==> src/rtl/cardio_feature_loader_if.sv <==
// cardio_feature_loader_if: host-side bundle for the cardio feature loader.
// Stream in: s_valid/s_data/s_last/s_ready. Result out: m_valid/m_class/m_ready.
interface cardio_feature_loader_if #(
  parameter int FEAT_W = 8
) ();
  logic              s_valid;
  logic [FEAT_W-1:0] s_data;
  logic              s_last;
  logic              s_ready;
  logic              m_valid;
  logic [1:0]        m_class;
  logic              m_ready;

  modport master (
    output s_valid, s_data, s_last, m_ready,
    input  s_ready, m_valid, m_class
  );

  modport slave (
    input  s_valid, s_data, s_last, m_ready,
    output s_ready, m_valid, m_class
  );
endinterface

==> src/rtl/cardio_feature_loader.sv <==
// cardio_feature_loader: assembles a byte-streamed feature vector for the
// cardio decision tree, waits a settle time, and returns the tree's class.
// Ports: clk, rst (sync, active-high); bus (slave: stream in, result out);
//   feat_bus/feat_valid to the tree; tree_class from the tree; frame_err pulse.
// Optional CARDIO_CLASS_STATS_EN adds stats_clr in and class_cnt (4x16) out.
module cardio_feature_loader #(
  parameter int                   NUM_FEAT   = 20,
  parameter int                   FEAT_W     = 8,
  parameter logic [NUM_FEAT-1:0]  FEAT_MASK  = 20'hFFFCF,
  parameter int                   SETTLE_CYC = 2
) (
  input  logic                       clk,
  input  logic                       rst,
  cardio_feature_loader_if.slave     bus,
  output logic [NUM_FEAT*FEAT_W-1:0] feat_bus,
  output logic                       feat_valid,
  input  logic [1:0]                 tree_class,
  output logic                       frame_err
`ifdef CARDIO_CLASS_STATS_EN
  ,
  input  logic                       stats_clr,
  output logic [63:0]                class_cnt
`endif
);

  localparam int IDX_W = (NUM_FEAT > 1) ? $clog2(NUM_FEAT) : 1;
  localparam int CNT_W = (SETTLE_CYC > 1) ? $clog2(SETTLE_CYC) : 1;
  localparam logic [IDX_W-1:0] LAST_IDX = IDX_W'(NUM_FEAT - 1);
  localparam logic [CNT_W-1:0] CNT_INIT = CNT_W'(SETTLE_CYC - 1);

  typedef enum logic [1:0] {
    LOAD,
    DRAIN,
    SETTLE,
    RESULT
  } state_t;

  state_t                     state_q, state_d;
  logic [IDX_W-1:0]           idx_q, idx_d;
  logic [CNT_W-1:0]           cnt_q, cnt_d;
  logic [NUM_FEAT*FEAT_W-1:0] bus_d;
  logic                       fv_d;
  logic                       mv_d;
  logic [1:0]                 mc_d;
  logic                       err_d;
  logic                       sr_d;
  logic                       xfer;
  logic                       hs;

  assign xfer = bus.s_valid && bus.s_ready;
  assign hs   = bus.m_valid && bus.m_ready;

  always_comb begin
    state_d = state_q;
    idx_d   = idx_q;
    cnt_d   = cnt_q;
    bus_d   = feat_bus;
    fv_d    = feat_valid;
    mv_d    = bus.m_valid;
    mc_d    = bus.m_class;
    err_d   = 1'b0;
    unique case (state_q)
      LOAD: begin
        if (xfer) begin
          // Unused slots stay zero so the tree never sees stale bytes.
          if (FEAT_MASK[idx_q])
            bus_d[idx_q*FEAT_W +: FEAT_W] = bus.s_data;
          if (idx_q == LAST_IDX) begin
            if (bus.s_last) begin
              state_d = SETTLE;
              fv_d    = 1'b1;
              cnt_d   = CNT_INIT;
            end else begin
              err_d   = 1'b1;
              state_d = DRAIN;
            end
          end else if (bus.s_last) begin
            err_d = 1'b1;
            idx_d = '0;
          end else begin
            idx_d = idx_q + IDX_W'(1);
          end
        end
      end
      DRAIN: begin
        if (xfer && bus.s_last) begin
          state_d = LOAD;
          idx_d   = '0;
        end
      end
      SETTLE: begin
        if (cnt_q == '0) begin
          mc_d    = tree_class;
          mv_d    = 1'b1;
          state_d = RESULT;
        end else begin
          cnt_d = cnt_q - CNT_W'(1);
        end
      end
      RESULT: begin
        if (hs) begin
          mv_d    = 1'b0;
          fv_d    = 1'b0;
          idx_d   = '0;
          state_d = LOAD;
        end
      end
      default: state_d = LOAD;
    endcase
    // s_ready is a flop fed from the next state, so m_ready never
    // reaches it combinationally.
    sr_d = (state_d == LOAD) || (state_d == DRAIN);
  end

  always_ff @(posedge clk) begin
    if (rst) begin
      state_q     <= LOAD;
      idx_q       <= '0;
      cnt_q       <= '0;
      feat_bus    <= '0;
      feat_valid  <= 1'b0;
      bus.m_valid <= 1'b0;
      bus.m_class <= 2'd0;
      frame_err   <= 1'b0;
      bus.s_ready <= 1'b1;
    end else begin
      state_q     <= state_d;
      idx_q       <= idx_d;
      cnt_q       <= cnt_d;
      feat_bus    <= bus_d;
      feat_valid  <= fv_d;
      bus.m_valid <= mv_d;
      bus.m_class <= mc_d;
      frame_err   <= err_d;
      bus.s_ready <= sr_d;
    end
  end

`ifdef CARDIO_CLASS_STATS_EN
  logic [15:0] cnt_arr [4];

  always_ff @(posedge clk) begin
    if (rst || stats_clr) begin
      for (int c = 0; c < 4; c++)
        cnt_arr[c] <= '0;
    end else if (hs) begin
      if (cnt_arr[bus.m_class] != 16'hFFFF)
        cnt_arr[bus.m_class] <= cnt_arr[bus.m_class] + 16'd1;
    end
  end

  always_comb begin
    class_cnt = '0;
    for (int c = 0; c < 4; c++)
      class_cnt[c*16 +: 16] = cnt_arr[c];
  end
`endif

endmodule

==> src/flat_wrapper.sv <==
// flat-port wrapper written by rule: the top's interface ports become plain ports
module cardio_feature_loader_flat 
#(
  parameter int                   NUM_FEAT   = 20,
  parameter int                   FEAT_W     = 8,
  parameter logic [NUM_FEAT-1:0]  FEAT_MASK  = 20'hFFFCF,
  parameter int                   SETTLE_CYC = 2
)
  (clk, rst, feat_bus, feat_valid, tree_class, frame_err, bus_s_valid, bus_s_data, bus_s_last, bus_m_ready, bus_s_ready, bus_m_valid, bus_m_class);
  cardio_feature_loader_if #(.FEAT_W(FEAT_W)) bus_i ();
  input  logic clk;
  input  logic rst;
  output logic [NUM_FEAT*FEAT_W-1:0] feat_bus;
  output logic feat_valid;
  input  logic [1:0] tree_class;
  output logic frame_err;
  input wire logic [$bits(bus_i.s_valid)-1:0] bus_s_valid;
  input wire logic [$bits(bus_i.s_data)-1:0] bus_s_data;
  input wire logic [$bits(bus_i.s_last)-1:0] bus_s_last;
  input wire logic [$bits(bus_i.m_ready)-1:0] bus_m_ready;
  output wire logic [$bits(bus_i.s_ready)-1:0] bus_s_ready;
  output wire logic [$bits(bus_i.m_valid)-1:0] bus_m_valid;
  output wire logic [$bits(bus_i.m_class)-1:0] bus_m_class;
  assign bus_i.s_valid = bus_s_valid;
  assign bus_i.s_data = bus_s_data;
  assign bus_i.s_last = bus_s_last;
  assign bus_i.m_ready = bus_m_ready;
  assign bus_s_ready = bus_i.s_ready;
  assign bus_m_valid = bus_i.m_valid;
  assign bus_m_class = bus_i.m_class;
  cardio_feature_loader #(.NUM_FEAT(NUM_FEAT), .FEAT_W(FEAT_W), .FEAT_MASK(FEAT_MASK), .SETTLE_CYC(SETTLE_CYC)) u_core (.clk(clk), .rst(rst), .bus(bus_i), .feat_bus(feat_bus), .feat_valid(feat_valid), .tree_class(tree_class), .frame_err(frame_err));
endmodule
==> config.mk <==
export PLATFORM = sky130hd
export DESIGN_NAME = cardio_feature_loader_flat
export DESIGN_NICKNAME = d
export VERILOG_FILES = /design/src/rtl/cardio_feature_loader_if.sv /design/src/rtl/cardio_feature_loader.sv /design/src/flat_wrapper.sv
export SDC_FILE = /design/constraint.sdc
export NUM_CORES = 1
export LEC_CHECK = 0
export ABC_AREA = 1
export CAP_MARGIN = 20
export CORE_UTILIZATION = 42
export DETAILED_ROUTE_END_ITERATION = 8
export PLACE_DENSITY = 0.66
export SLEW_MARGIN = 5
export SYNTH_ARGS = -nofsm -noshare
export SYNTH_HDL_FRONTEND = slang
export SYNTH_SLANG_ARGS = --single-unit
export TNS_END_PERCENT = 1
==> constraint.sdc <==
create_clock -name clk -period 4.05 [get_ports clk]
set_input_delay 1.215 -clock clk [delete_from_list [all_inputs] [get_ports clk]]
set_output_delay 1.215 -clock clk [all_outputs]
set_load 0.005 [all_outputs]
==> results.tsv, run 1 <==
stage	metric	value	unit
worst_setup_path	CP Launch Type	flip-flop	
yosys	Gate Count Post-Synth	1204	
sta	setup TNS	0	ps
flow_run	max-cap viol count	0	
finish	share of layout cells above drive strength 1	0.0690	
routing	DRT Wirelength	23.6	mm
yosys	main combinational cell family by area after synthesis	simple AND/OR/NAND/NOR gates	
worst_setup_path	crit-path cells	inv_2 -> ha_1 -> nand2_2 -> nor2_1 -> ha_1 -> nand3_1 -> inv_2 -> nand2_2 -> nor2_1 -> nand2_1 -> nand2_1 -> nor2_1	
sta	Final period util	0.734	
yosys	count of state elements after synthesis	175	
outcome	status	finished clean	
worst_setup_path	crit-path most repeated cell	nor2_1	
yosys	Simple-Gate Fraction of Synth Area	0.438	
routing	Pre-Repair DR Iteration Count	9	
routing	post-DR wirelength/cell	14.7	um
clock_network	# Post-CTS Setup Buffers	0	
clock_network	clock-pin slew on the worst setup and hold paths	70	ps
worst_setup_path	Critical Path End Type	flip-flop	
yosys	adder-cell share of the synthesized area	0.00473	
global_routing	vias in the first global route	7272	
yosys	register area share after synthesis	0.441	
global_routing	first-pass GRT wire length	37.4	mm
placed_design	PortBufs	180	
sta	Max Freq	336	MHz
worst_setup_path	Crit-path slowest cell	nor2_1	
pwr	PwrDens	350	nW/um^2
sta	worst slew pin tran	777	ps
clock_network	CTS tree	yes	
worst_setup_path	CP Max Fanout	17	
global_routing	largest net degree at the start of global routing	60	
yosys	Synth Area in XOR/XNOR	0.00110	
clock_network	CTS buffer count	17	
hold_path	Hold Crit Start	u_core.bus.m_class[0]	
clock_network	hold_buf cts	0	
sta	fin. max-slew vios	0	
worst_setup_path	worst flop-to-flop path endpoint	u_core.feat_bus[20]	
sta	RSZ-0062 raised after global routing	no	
routing	Vias/cell	4.98	
sta	Slew Limit Headroom	0.482	
worst_setup_path	crit path kind	flip-flop to flip-flop	
worst_setup_path	Worst Reg-to-Reg Cells	12	
worst_setup_path	CP delay by family, top	simple AND/OR/NAND/NOR gates	
worst_setup_path	CP Data Arrival Time	3300	ps
clock_network	number of clock sinks	175	
clock_network	PostCTS Resize Cnt	0	
pwr	Max VDD drop	0.000264	V
routing	post-route ant nets	0	
sta	final hold violation count	0	
clock_network	clock root cell	clkbuf_16	
hold_path	Hold EP	u_core.bus.m_class[0]	
global_routing	All-Layer GR Usage	0.245	
finish	Ant. Diodes	0	
floorplan	Rows	49	
yosys	syn nets	1222	
clock_network	clk_lat worst skew	430	ps
placed_design	HPWL after DPL	17.6	mm
yosys	synth warn	0	
placed_design	placed cell area	9910	um^2
yosys	complex-gate fraction of the synthesized area	0.0436	
yosys	mapped cell area	7940	um^2
floorplan	die area	19500	um^2
floorplan	width of the die	140	um
hold_path	Hold Path Class	flip-flop to flip-flop	
hold_path	hold path depth	2	
placed_design	GP Congestion	0.871	
floorplan	core area	18300	um^2
yosys	Syn Area/Cell	6.60	um^2
sta	Tmin final	2970	ps
clock_network	H-Tree Depth	4	
routing	via count	7985	
finish	post-route cell area	10500	um^2
floorplan	IO Pins	181	
clock_network	Clock Tree Buf Depth	2	
worst_setup_path	Buf/Inv on CP	2	
sta	setup violators final	0	
routing	DRC	0	
floorplan	Initial Util	0.435	
finish	Layout Area Growth over Synthesis	32.2	%
worst_setup_path	Data required, critical path	4370	ps
sta	Clock Skews	13.9	ps
floorplan	die height	140	um
worst_setup_path	FF-to-FF Start	u_core.idx_q[0]	
finish	fin nets	1381	
pwr	LEAKAGE	4.37	nW
global_routing	GRT Residual Overflow	0	
worst_setup_path	R2R setup slack	1080	ps
yosys	Yosys cell types	31	
yosys	mux cell area share after synthesis	0	
worst_setup_path	CP peak stage delay	550	ps
routing	Detailed Route Iter0 Violations	540	
global_routing	antenna violations before repair	0	
-- synth_stat cells, drive strengths merged --
master,count,area share
nor2,373,0.19
nand2,295,0.14
dfxtp,175,0.44
nand3,118,0.078
inv,90,0.043
buf,38,0.023
o21ai,36,0.023
a21oi,30,0.019
clkbuf,12,0.0057
nand4,10,0.0079
nor4,10,0.0079
nor3,6,0.0038
ha,3,0.0047
nand3b,3,0.0028
a41oi,1,0.0011
and3,1,0.00079
o211ai,1,0.00095
or2,1,0.00079
xor2,1,0.0011
-- where the power goes --
group | internal [mW] | leakage [nW] | switching, mW | total, mW
logic | 0.0702 | 2.68 | 0.224 | 0.294
registers | 1.72 | 1.41 | 0.00227 | 1.73
clock network | 0.946 | 0.281 | 0.707 | 1.65
total | 2.74 | 4.37 | 0.933 | 3.67
-- cell families (layout without fill, tap and decap cells) --
kind of cell	count (synthesis)	in the layout
AOI/OAI and AO/OA	68	68
and+or+nand+nor	817	817
adders and majority gates	3	3
buffers and inverters	140	312
xor gates and xnor gates	1	1
DFF	175	175
-- per-stage QoR --
step / setup slack (ps) / hold WS [ps] / power, mW / util / std cells
after floorplan: 1630 / 440 / 1.97 / - / 1204
after global placement: 768 / 431 / 2.05 / 0.542 / 1573
after detailed placement: 702 / 438 / 2.05 / 0.542 / 1573
after CTS: 1090 / 447 / 3.70 / 0.575 / 1605
after global routing: 744 / 463 / 3.81 / 0.575 / 1605
final: 1080 / 445 / 3.67 / 0.575 / 1605
-- cell type report --
class,count,area (um^2)
fillers,1836,7770
clock inverters,12,134
well taps,229,287
repair buffers,190,1900
flip-flops and latches,175,3500
inverters,90,343
multi-input cells,889,3870
clock buffers,20,457
-- placed cells by master (no fill, tap or decap), drive strengths merged, types with 4 or more instances in the layout --
cell type        n
nor2           373
nand2          295
clkdlybuf4s50  180
dfxtp          175
nand3          118
inv             93
o21ai           36
a21oi           30
clkbuf          20
nand4           10
nor4            10
buf             10
nor3             6
clkinvlp         4
-- worst max path at each step --
stage	cells after the start	slack, ps	to	startpoint
floorplan	9	1630	u_core.feat_bus[59]	bus_s_valid
global placement	10	770	u_core.feat_bus[17]	bus_s_valid
detailed placement	10	700	u_core.feat_bus[22]	bus_s_valid
CTS	11	1090	u_core.feat_bus[44]	u_core.idx_q[0]
global route	12	740	u_core.feat_bus[18]	u_core.idx_q[0]
finish	12	1080	u_core.feat_bus[20]	u_core.idx_q[0]
-- flip-flops by register name, summed over array words and instances (netlist names), named ones only --
name,cells
u_core.feat_valid,1
u_core.feat_bus,160
u_core.state_q,2
u_core.idx_q,5
u_core.cnt_q,1
u_core.frame_err,1
u_core.bus.m_class,2
u_core.bus.m_valid,1
u_core.bus.s_ready,1
-- worst reg2reg max path, stage by stage (launching register included) --
cell     delay, ps
dfxtp_1        350
inv_2           80
ha_1           220
nand2_2        120
nor2_1          60
ha_1           520
nand3_1        210
inv_2          330
nand2_2        210
nor2_1         550
nand2_1        110
nand2_1         80
nor2_1          40
-- metal layers --
metal / part of all wire / global-route usage / up-vias / wire length, um
met3: 0.071 / 0.0695 / 35 / 1680
met1: 0.43 / 0.306 / 3634 / 10300
li1: - / - / 4079 / -
met2: 0.47 / 0.403 / 237 / 11200
met4: 0.022 / 0.0896 / 0 / 519
met5: 0 / 0 / - / 0
Power figures use the tool's default switching activity.
==> run 2, diff against run 1 <==
- PLACE_DENSITY: 0.66 -> 0.68
- clock period: 4.05 -> 2.5 ns (I/O delays scaled with it)
==> results.tsv, run 2 (same netlist as run 1, synthesis figures left out) <==
stage	metric	value	unit
worst_setup_path	CP Launch Type	flip-flop	
floorplan	IO Pins	181	
floorplan	die height	140	um
sta	Slew Limit Headroom	0.687	
worst_setup_path	CP Data Arrival Time	2660	ps
sta	RSZ-0062 raised after global routing	no	
finish	max reg flops	160	
clock_network	clock-pin slew on the worst setup and hold paths	70	ps
global_routing	largest net degree at the start of global routing	46	
pwr	Reg power frac	0.443	
finish	share of layout cells above drive strength 1	0.110	
clock_network	CTS buffer count	17	
worst_setup_path	CP peak stage delay	350	ps
placed_design	HPWL after DPL	18.2	mm
pwr	Max VDD drop	0.000487	V
global_routing	antenna violations before repair	0	
finish	most frequent cells in the layout	nor2_1 (347), nand2_1 (287), clkdlybuf4s50_1 (180)	
worst_setup_path	Data required, critical path	2860	ps
finish	largest reg by FF count	u_core.feat_bus	
routing	post-route ant nets	0	
sta	Tmin final	2290	ps
clock_network	clk_lat worst skew	440	ps
flow_run	max-cap viol count	0	
sta	Max Freq	436	MHz
finish	area of the multi-input gates	3880	um^2
pwr	Comb power frac	0.086	
sta	setup violators final	0	
routing	Detailed Route Iter0 Violations	542	
finish	Ant. Diodes	0	
floorplan	Rows	49	
pwr	P_sw	1.52	mW
clock_network	number of clock sinks	175	
floorplan	die area	19500	um^2
worst_setup_path	CP Max Fanout	24	
placed_design	placed cell count	1633	
pwr	Clock power frac	0.471	
pwr	P_int	4.79	mW
finish	Storage cell area	3500	um^2
clock_network	H-Tree Depth	4	
floorplan	core area	18300	um^2
finish	fillers	1721	
placed_design	GP Congestion	0.911	
clock_network	Clock Tree Buf Depth	2	
finish	biggest regs	u_core.feat_bus: 160 flops, u_core.idx_q: 5 flops	
sta	final hold violation count	0	
routing	post-DR wirelength/cell	14.4	um
sta	Final period util	0.918	
clock_network	CTS tree	yes	
global_routing	first-pass GRT wire length	38.6	mm
clock_network	hold_buf cts	0	
placed_design	PortBufs	180	
pwr	PwrDens	569	nW/um^2
global_routing	All-Layer GR Usage	0.251	
sta	worst slew pin tran	465	ps
clock_network	# Post-CTS Setup Buffers	0	
pwr	LEAKAGE	4.73	nW
worst_setup_path	crit-path cells	inv_2 -> ha_1 -> nand2_2 -> nor2_1 -> ha_1 -> inv_1 -> buf_12 -> nand2_1 -> nor2_1 -> nand2_1 -> inv_2 -> nand4_1 -> a21oi_1	
routing	DRC	0	
pwr	Sw Ratio	0.241	
global_routing	GRT Residual Overflow	0	
floorplan	width of the die	140	um
finish	final design utilization	0.607	
finish	most common cell after layout, fill and taps aside	nor2_1	
outcome	status	finished clean	
worst_setup_path	CP delay by family, top	simple AND/OR/NAND/NOR gates	
hold_path	Hold Path Class	flip-flop to flip-flop	
sta	Clock Skews	8.17	ps
worst_setup_path	Crit-path slowest cell	dfxtp_1	
sta	fin. max-slew vios	0	
finish	Layout Area Growth over Synthesis	39.7	%
routing	Pre-Repair DR Iteration Count	5	
routing	via count	8208	
floorplan	Initial Util	0.435	
worst_setup_path	Buf/Inv on CP	4	
clock_network	clock root cell	clkbuf_16	
finish	fin nets	1441	
routing	Vias/cell	4.93	
pwr	Tot Pwr	6.32	mW
routing	DRT Wirelength	23.9	mm
worst_setup_path	crit path kind	flip-flop to flip-flop	
worst_setup_path	Critical Path End Type	flip-flop	
finish	Final Non-Filler Cells	1665	
global_routing	vias in the first global route	7629	
-- run 2: cell count changes in the layout (fill, tap and decap cells not counted) --
cell        change
buf_12          +6
inv_1           -1
buf_4          +54
nor2_1          -1
inv_6           +1
inv_2           +1
bufinv_16       +3
clkbuf_1        -1
clkinv_4        +1
nor2_2          +1
inv_8           -1
clkinvlp_4      -3
-- run 2: worst paths after layout --
path | start | to | slack [ps] | cells after the start
max | u_core.idx_q[0] | u_core.feat_bus[5] | 210 | 13
min | u_core.bus.m_class[0] | u_core.bus.m_class[0] | 440 | 2
max reg2reg | u_core.idx_q[0] | u_core.feat_bus[5] | 210 | 13
min reg2reg | u_core.bus.m_class[0] | u_core.bus.m_class[0] | 440 | 2
-- run 2: layout make-up --
class,instances,area share
Clock inverter,13,0.0187
Clock buffer,19,0.0408
Sequential cell,175,0.316
Timing Repair Buffer,250,0.219
Multi-Input combinational cell,889,0.349
Tap cell,229,0.0258
Inverter,90,0.0309
-- run 2: power groups by stage --
stage	Combinational [mW]	Clock [mW]	Sequential [mW]
after global routing	0.592	3.16	2.79
after global placement	0.535	0	2.86
final	0.543	2.98	2.80
after floorplan	0.327	0	2.86
after detailed placement	0.534	0	2.86
after CTS	0.537	3.03	2.80
-- run 2: timing repair --
action / 4_1_cts / 5_1_grt
endpoints found under the hold margin: 0 / 0
setup endpoints to repair: 0 / 6
gates resized for setup: 0 / 2
-- run 2: worst register-to-register path, stage by stage, from the launching register on --
cell	delay, ps
dfxtp_1	350
inv_2	70
ha_1	220
nand2_2	120
nor2_1	50
ha_1	340
inv_1	130
buf_12	170
nand2_1	70
nor2_1	140
nand2_1	170
inv_2	140
nand4_1	110
a21oi_1	140
-- run 2: layer usage --
layer	share of wire	global-route usage
met2	0.47	0.417
met3	0.073	0.0626
met5	0	0
met4	0.021	0.102
met1	0.43	0.312
-- run 2: metrics by stage --
stage	cell area [um^2]	setup slack [ps]	TNS (ps)	hold slack [ps]
5_1_grt	11100	0.880	0	466
6_report	11100	206	0	444
2_1_floorplan	7940	112	0	440
4_1_cts	11100	188	0	449
3_3_place_gp	10400	-33.4	-443	435
3_5_place_dp	10400	-86.5	-1460	441
==> run 3, diff against run 2 <==
- CORE_ASPECT_RATIO: default -> 0.75
==> results.tsv, run 3 (same netlist as run 1, synthesis figures left out) <==
stage	metric	value	unit
outcome	status	finished clean	
clock_network	clock-pin slew on the worst setup and hold paths	70	ps
pwr	LEAKAGE	4.65	nW
finish	final design utilization	0.591	
placed_design	HPWL after DPL	18.5	mm
routing	Detailed Route Iter0 Violations	806	
pwr	PwrDens	531	nW/um^2
global_routing	largest net degree at the start of global routing	49	
global_routing	first-pass GRT wire length	38.7	mm
routing	via count	8294	
routing	Pre-Repair DR Iteration Count	7	
sta	worst slew pin tran	554	ps
worst_setup_path	crit-path most repeated cell	inv_2	
floorplan	Rows	43	
routing	post-DR wirelength/cell	14.7	um
worst_setup_path	Worst Reg-to-Reg Cells	8	
finish	post-route cell area	10900	um^2
hold_path	Hold Path Class	flip-flop to flip-flop	
sta	Slew Limit Headroom	0.627	
hold_path	hold path depth	2	
pwr	Comb power frac	0.093	
worst_setup_path	crit-path cells	inv_2 -> ha_1 -> inv_2 -> nand2_1 -> buf_4 -> nor4_1 -> o21ai_0 -> nor2_1	
routing	DRT Wirelength	24.7	mm
clock_network	CTS tree	yes	
sta	Tmin final	2370	ps
worst_setup_path	CP Data Arrival Time	2750	ps
clock_network	hold_buf cts	0	
finish	biggest regs	u_core.feat_bus: 160 flops, u_core.idx_q: 5 flops	
worst_setup_path	Critical Path End Type	flip-flop	
finish	share of layout cells above drive strength 1	0.106	
routing	post-route ant nets	0	
worst_setup_path	CP peak stage delay	480	ps
clock_network	clock root cell	clkbuf_16	
floorplan	width of the die	161	um
clock_network	Clock Tree Buf Depth	2	
finish	Ant. Diodes	0	
floorplan	die area	19500	um^2
clock_network	clk_lat worst skew	430	ps
floorplan	die height	121	um
routing	Vias/cell	4.94	
pwr	Reg power frac	0.481	
global_routing	All-Layer GR Usage	0.255	
finish	area of the multi-input gates	3880	um^2
worst_setup_path	CP Max Fanout	10	
floorplan	IO Pins	181	
routing	DRC	0	
sta	Final period util	0.950	
hold_path	Hold EP	u_core.bus.m_class[0]	
placed_design	placed cell count	1647	
finish	fillers	1816	
finish	Storage cell area	3500	um^2
sta	RSZ-0062 raised after global routing	yes	
placed_design	PortBufs	180	
finish	largest reg by FF count	u_core.feat_bus	
sta	fin. max-slew vios	0	
finish	Layout Area Growth over Synthesis	37.8	%
finish	fin nets	1437	
worst_setup_path	CP delay by family, top	simple AND/OR/NAND/NOR gates	
sta	setup TNS	0	ps
worst_setup_path	Buf/Inv on CP	3	
flow_run	max-cap viol count	0	
pwr	Tot Pwr	5.81	mW
placed_design	placed cell area	10400	um^2
worst_setup_path	FF-to-FF Start	u_core.idx_q[0]	
sta	Max Freq	421	MHz
placed_design	GP Congestion	0.892	
global_routing	antenna violations before repair	0	
worst_setup_path	crit path kind	flip-flop to flip-flop	
global_routing	vias in the first global route	7332	
floorplan	core area	18500	um^2
pwr	P_int	4.28	mW
clock_network	H-Tree Depth	4	
sta	final hold violation count	0	
pwr	Clock power frac	0.426	
worst_setup_path	R2R setup slack	130	ps
finish	most common cell after layout, fill and taps aside	nor2_1	
sta	setup violators final	0	
finish	Final Non-Filler Cells	1678	
pwr	Max VDD drop	0.000365	V
worst_setup_path	CP Launch Type	flip-flop	
finish	max reg flops	160	
pwr	Sw Ratio	0.264	
floorplan	Initial Util	0.429	
pwr	P_sw	1.54	mW
finish	most frequent cells in the layout	nor2_1 (348), nand2_1 (287), clkdlybuf4s50_1 (180)	
sta	Clock Skews	9.72	ps
worst_setup_path	worst flop-to-flop path endpoint	u_core.feat_bus[25]	
clock_network	number of clock sinks	175	
hold_path	Hold Crit Start	u_core.bus.m_class[0]	
worst_setup_path	Crit-path slowest cell	nor4_1	
global_routing	GRT Residual Overflow	0	
worst_setup_path	Data required, critical path	2870	ps
clock_network	CTS buffer count	17	
==> run 3: routing by layer <==
metal | vias to the layer above | track usage | share of wire
met5 | - | 0 | 0
met4 | 0 | 0.0755 | 0.015
met3 | 34 | 0.0509 | 0.083
met2 | 336 | 0.355 | 0.39
met1 | 3730 | 0.391 | 0.51
li1 | 4194 | - | -
==> run 3: power by group through the flow <==
stage | combinational, mW | clock (mW) | sequential (mW)
finish | 0.539 | 2.48 | 2.80
global route | 0.586 | 2.62 | 2.79
CTS | 0.528 | 2.50 | 2.80
detailed placement | 0.525 | 0 | 2.86
global placement | 0.524 | 0 | 2.86
floorplan | 0.327 | 0 | 2.86
==> run 3: worst max-delay path by stage <==
stage,startpoint,to,slack (ps),cells past startpoint
final,u_core.idx_q[0],u_core.feat_bus[25],130,8
after detailed placement,bus_s_valid,u_core.feat_bus[132],-180,9
after global placement,bus_s_valid,u_core.feat_bus[132],-130,9
after CTS,u_core.idx_q[0],u_core.feat_bus[93],210,12
after global routing,u_core.idx_q[0],u_core.feat_bus[74],-30,12
after floorplan,u_core.idx_q[0],u_core.feat_bus[140],110,13
==> run 3: metrics by stage <==
step / hold WS (ps) / worst slack, ps
after CTS: 447 / 207
after global placement: 432 / -126
after detailed placement: 437 / -180
after global routing: 467 / -25.5
after floorplan: 440 / 112
final: 446 / 125
==> run 3: timing repair <==
| action | in CTS | in global routing |
|---|---|---|
| resized for setup | 0 | 1 |
| setup buffers | 0 | 0 |
| endpoints found under the setup margin | 0 | 2 |
==> run 3: cell type report <==
cell class	count	area share
clock buffers	19	0.0414
flip-flops and latches	175	0.320
well taps	247	0.0282
repair buffers	246	0.217
clock inverters	12	0.00766
multi-input cells	889	0.355
inverters	90	0.0313
==> run 3: worst min-delay path, stage by stage, from the launching register on <==
cell and delay [ps]:
dfxtp_1 310, inv_1 40, a21oi_1 50
